$ cat src/rtl/packet_receiver.sv
// UART 8N1 receiver that assembles PACKET_SIZE bytes (first byte in the MSBs) into one packet.
// Optional inter-byte timeout when PACKET_RECEIVER_TIMEOUT_EN is defined.
module packet_receiver #(
    parameter int PACKET_SIZE  = 2,
    parameter int CLKS_PER_BIT = 104,
    parameter int TIMEOUT_BITS = 20
) (
    input  logic                      clk,
    input  logic                      rst_n,
    input  logic                      rxd,
    output logic [8*PACKET_SIZE-1:0]  packet,
    output logic                      valid,
    output logic                      busy,
    output logic                      frame_err
);
    localparam int PW   = 8*PACKET_SIZE;
    localparam int HALF = CLKS_PER_BIT/2;
    localparam int CW   = $clog2(CLKS_PER_BIT);
    localparam int BCW  = $clog2(PACKET_SIZE+1);

    localparam logic [1:0] IDLE  = 2'd0;
    localparam logic [1:0] START = 2'd1;
    localparam logic [1:0] DATA  = 2'd2;
    localparam logic [1:0] STOP  = 2'd3;

    logic           rxd_meta, rxd_s, rxd_d;
    logic [1:0]     state;
    logic [CW-1:0]  clk_cnt;
    logic [2:0]     bit_cnt;
    logic [7:0]     shreg;
    logic [BCW-1:0] byte_cnt;
    logic [PW-1:0]  pbuf, pbuf_next;
    logic           tick_half, tick_bit, timeout;

    assign tick_half = (clk_cnt == CW'(HALF-1));
    assign tick_bit  = (clk_cnt == CW'(CLKS_PER_BIT-1));
    assign pbuf_next = (pbuf << 8) | PW'(shreg);
    assign busy      = (state != IDLE) || (byte_cnt != '0);

    // rxd_d is one extra stage used only for falling-edge detection
    always_ff @(posedge clk or negedge rst_n) begin
        if (!rst_n) begin
            rxd_meta <= 1'b1;
            rxd_s    <= 1'b1;
            rxd_d    <= 1'b1;
        end else begin
            rxd_meta <= rxd;
            rxd_s    <= rxd_meta;
            rxd_d    <= rxd_s;
        end
    end

`ifdef PACKET_RECEIVER_TIMEOUT_EN
    localparam int TLIM = TIMEOUT_BITS*CLKS_PER_BIT;
    localparam int TW   = $clog2(TLIM+1);
    logic [TW-1:0] tmo_cnt;

    always_ff @(posedge clk or negedge rst_n) begin
        if (!rst_n)
            tmo_cnt <= '0;
        else if (state != IDLE || byte_cnt == '0)
            tmo_cnt <= '0;
        else
            tmo_cnt <= tmo_cnt + TW'(1);
    end

    assign timeout = (state == IDLE) && (byte_cnt != '0) && (tmo_cnt == TW'(TLIM-1));
`else
    assign timeout = 1'b0;
`endif

    always_ff @(posedge clk or negedge rst_n) begin
        if (!rst_n) begin
            state     <= IDLE;
            clk_cnt   <= '0;
            bit_cnt   <= '0;
            shreg     <= '0;
            byte_cnt  <= '0;
            pbuf      <= '0;
            packet    <= '0;
            valid     <= 1'b0;
            frame_err <= 1'b0;
        end else begin
            valid     <= 1'b0;
            frame_err <= 1'b0;
            case (state)
                IDLE: begin
                    clk_cnt <= '0;
                    bit_cnt <= '0;
                    if (timeout) begin
                        byte_cnt  <= '0;
                        frame_err <= 1'b1;
                    end
                    if (rxd_d && !rxd_s) state <= START;
                end
                START: begin
                    if (tick_half) begin
                        clk_cnt <= '0;
                        if (rxd_s) begin
                            frame_err <= 1'b1;
                            state     <= IDLE;
                        end else begin
                            state <= DATA;
                        end
                    end else begin
                        clk_cnt <= clk_cnt + CW'(1);
                    end
                end
                DATA: begin
                    if (tick_bit) begin
                        clk_cnt <= '0;
                        shreg   <= {rxd_s, shreg[7:1]};
                        bit_cnt <= bit_cnt + 3'd1;
                        if (bit_cnt == 3'd7) state <= STOP;
                    end else begin
                        clk_cnt <= clk_cnt + CW'(1);
                    end
                end
                STOP: begin
                    // leave at mid stop bit so a following start edge is not missed
                    if (tick_bit) begin
                        clk_cnt <= '0;
                        state   <= IDLE;
                        if (!rxd_s) begin
                            frame_err <= 1'b1;
                            byte_cnt  <= '0;
                            pbuf      <= '0;
                        end else if (byte_cnt == BCW'(PACKET_SIZE-1)) begin
                            packet   <= pbuf_next;
                            pbuf     <= '0;
                            valid    <= 1'b1;
                            byte_cnt <= '0;
                        end else begin
                            pbuf     <= pbuf_next;
                            byte_cnt <= byte_cnt + BCW'(1);
                        end
                    end else begin
                        clk_cnt <= clk_cnt + CW'(1);
                    end
                end
                default: state <= IDLE;
            endcase
        end
    end
endmodule

$ cat config.mk
export PLATFORM = sky130hd
export DESIGN_NAME = packet_receiver
export DESIGN_NICKNAME = d
export VERILOG_FILES = /design/src/rtl/packet_receiver.sv
export SDC_FILE = /design/constraint.sdc
export NUM_CORES = 1
export LEC_CHECK = 0
export BUFFER_PORTS_ARGS = -buffer_cell sky130_fd_sc_hd__buf_2
export CAP_MARGIN = 20
export CORE_UTILIZATION = 35
export DETAILED_ROUTE_END_ITERATION = 16
export PLACE_DENSITY = 0.6
export SYNTH_ARGS = -nofsm -noshare
export SYNTH_HDL_FRONTEND = slang
export SYNTH_SLANG_ARGS = --single-unit
$ cat constraint.sdc
create_clock -name clk -period 2.8 [get_ports clk]
set_input_delay 0.56 -clock clk [delete_from_list [all_inputs] [get_ports clk]]
set_output_delay 0.56 -clock clk [all_outputs]
set_load 0.02 [all_outputs]
==> flow_metrics.tcl <==
set metrics [dict create \
    period_share_pct 75.61 \
    syn_area_per_cell_um2 13.78 \
    final_common_cell "dfrtp_1" \
    r2r_end "packet[8]$_DFFE_PN0P_" \
    via_count 1335 \
    antenna_found_initial 0 \
    synth_cell_types 39 \
    synth_area_mm2 0.002218 \
    synth_ff_type "dfrtp_1" \
    crit_path_max_fanout 13 \
    slew_headroom_pct 52.21 \
    htree_levels 2 \
    dr.first_iter.drc_count 101 \
    clock_latency_ps 310 \
    fmax_mhz 472.4 \
    synth_top_family_by_area "multiplexers" \
    crit_path_end "busy" \
    dpl.hpwl_um 2479 \
    start_util_pct 36.81 \
    cts_buffers 5 \
    grt_pass1_vias 1268 \
    cts_tree "built" \
    numPortBuffers 21 \
    cp.required_ps 2240 \
    holdBufCountCts 0 \
    path_cells "or4_1, buf_2" \
    worst_hold_path_type "primary input to asynchronous set/reset pin" \
    ioPinCount 22 \
    rsz0062_at_grt "no" \
    die_h_um 81.61 \
    final_area_mm2 0.002529 \
    outcome "finished clean" \
    syn2layout_area_growth_pct 13.99 \
    period_needed_ps 2117 \
    setup_viol 0 \
    cpMaxStageDelayCell "or4_1" \
    synthCells 161 \
    drive_gt1_share_pct 39.57 \
    grt_usage_pct 12.68 \
    cts_root_buf "clkbuf_8" \
    place_inst 254 \
    yosysWarnings 0 \
    die-area_mm2 0.006660 \
    async_reset_ff_share_pct 100.0 \
    worst_pin_slew_ps 716.9 \
    cp-end-kind "output pin" \
    cts_buffer_depth 2 \
    die_w_um 81.61 \
    wl_per_cell_um 14.11 \
    critPathArrivalTime_ps 1560 \
    r2r-start "clk_cnt[0]$_DFF_PN0_" \
    drv_slew 0 \
    globalplace.congestion 0.7322 \
    num_rows 28 \
    synth_xor_area_share_pct 1.184 \
    fin_cells 262 \
    start_kind "flip-flop" \
    fin_setup_tns_ps 0 \
    clock_sink_count 51 \
    diodes 0 \
    skew_ps 16.64 \
    hold_violations 0 \
    powerDensity_mw_per_mm2 583.4 \
    ant_nets 0 \
    firstDrtPassIters 4 \
    fin_nets 192 \
    cts_resized 0 \
    yosys.area_share.adder_pct 1.692 \
    synth_mux_area_share_pct 18.22 \
    rr_worst_depth 5 \
    ys_ff_latch 51 \
    max_stage_delay_ps 560 \
    grt-ovfl-total 0 \
    grt_pass1_wl_um 6341 \
    regToRegSetupSlack_ps 790 \
    p_leak_nw 1.292 \
    cts_setup_buffers 0 \
    viasPerCell 5.095 \
    finalWirelength_um 3696 \
    synthSimpleGateAreaFrac_pct 12.07 \
    layout_common_cells "48 x dfrtp_1, 23 x mux2_2, 21 x buf_2" \
    crit_type "flip-flop to output pin" \
    cts.clk_slew.worst_paths_ps 100 \
    drc 0 \
    core_mm2 0.006026 \
    maxCapViolations 0 \
    synth_edf_count 0 \
    synth_compound_area_share_pct 7.050 \
    seq_area_frac_synth_pct 57.70 \
    place_area_mm2 0.002412 \
    syn_nets 167 \
    grt_start_max_net_pins 34 \
    irDropWorstVdd_mv 0.2159 \
]
## sequential cells by signal, indices dropped and copies added, names as in the netlist, named ones only
name and count:
bit_cnt 3, byte_cnt 2, clk_cnt 7, frame_err 1, packet 16, pbuf 8
rxd_d 1, rxd_meta 1, rxd_s 1, shreg 8, state 1, valid 1
## where the power goes
group	switching, mW	internal [mW]	total (mW)
Combinational	0.0659	0.0613	0.127
Clock	0.252	0.271	0.523
Sequential	0.0481	0.777	0.825
## cell type report
type,count,area [um2]
Clock buffer,5,68.82
Clock inverter,3,47.55
Fill cell,584,3497
Inverter,3,11.26
Multi-Input combinational cell,100,892.1
Sequential cell,51,1280
Tap cell,75,93.84
Timing Repair Buffer,25,135.1
## cells by family after synthesis
| logic type | Yosys count |
|---|---|
| simple gates | 38 |
| compound gates | 23 |
| fa+ha+maj | 3 |
| xor+xnor | 3 |
| flops | 51 |
| mux | 33 |
| buf+inv | 10 |
## worst max-delay path: cells and delay by family (launching register included)
kind,cells,cell delay (ps)
and+or+nand+nor,1,560
DFF,1,520
buffers and inverters,1,180
## synthesized netlist by cell type, types with 2 or more instances
cell | count | area share (%)
xor2_1 | 2 | 0.79
and3_1 | 8 | 2.3
or3_1 | 2 | 0.56
clkbuf_1 | 5 | 0.85
nor4_1 | 2 | 0.56
nand3b_1 | 3 | 1.0
dfrtp_1 | 48 | 54
nand2_1 | 6 | 1.0
nand2b_1 | 2 | 0.56
o21ai_0 | 4 | 0.90
o311ai_0 | 2 | 0.79
mux2_2 | 23 | 12
ha_1 | 3 | 1.7
mux2_4 | 9 | 6.1
o211ai_1 | 3 | 1.0
a21oi_1 | 5 | 1.1
inv_1 | 3 | 0.51
a22oi_1 | 2 | 0.68
dfstp_2 | 3 | 3.6
a21boi_0 | 2 | 0.68
nand3_1 | 5 | 1.1
or4_1 | 2 | 0.68
## per-stage QoR
| step | total power [mW] | setup WS [ps] | hold slack (ps) | utilization (%) |
|---|---|---|---|---|
| floorplan | 0.9270 | 892.1 | 264.4 | - |
| global placement | 0.9691 | 830.0 | 345.5 | 40.03 |
| detailed placement | 0.9714 | 795.5 | 347.8 | 40.03 |
| CTS | 1.499 | 662.7 | 317.0 | 41.96 |
| global route | 1.557 | 608.0 | 333.7 | 41.96 |
| finish | 1.475 | 683.1 | 292.8 | 41.96 |
## worst min path at each step
stage | from | endpoint | cells past startpoint
finish | rst_n | clk_cnt[5]$_DFF_PN0_ | 1
global route | rxd | rxd_meta$_DFF_PN1_ | 1
CTS | rst_n | byte_cnt[1]$_DFFE_PN0P_ | 1
detailed placement | rxd_meta$_DFF_PN1_ | rxd_s$_DFF_PN1_ | 0
global placement | rxd_meta$_DFF_PN1_ | rxd_s$_DFF_PN1_ | 0
floorplan | rst_n | asynchronous set/reset pin | 0
## routing by layer
metal  part of all wire [%]  track usage [%]
met5                      0                0
met4                    1.6            4.737
met3                    3.2            2.667
met2                     44            18.08
met1                     51            18.78
Power figures use the tool's default switching activity.
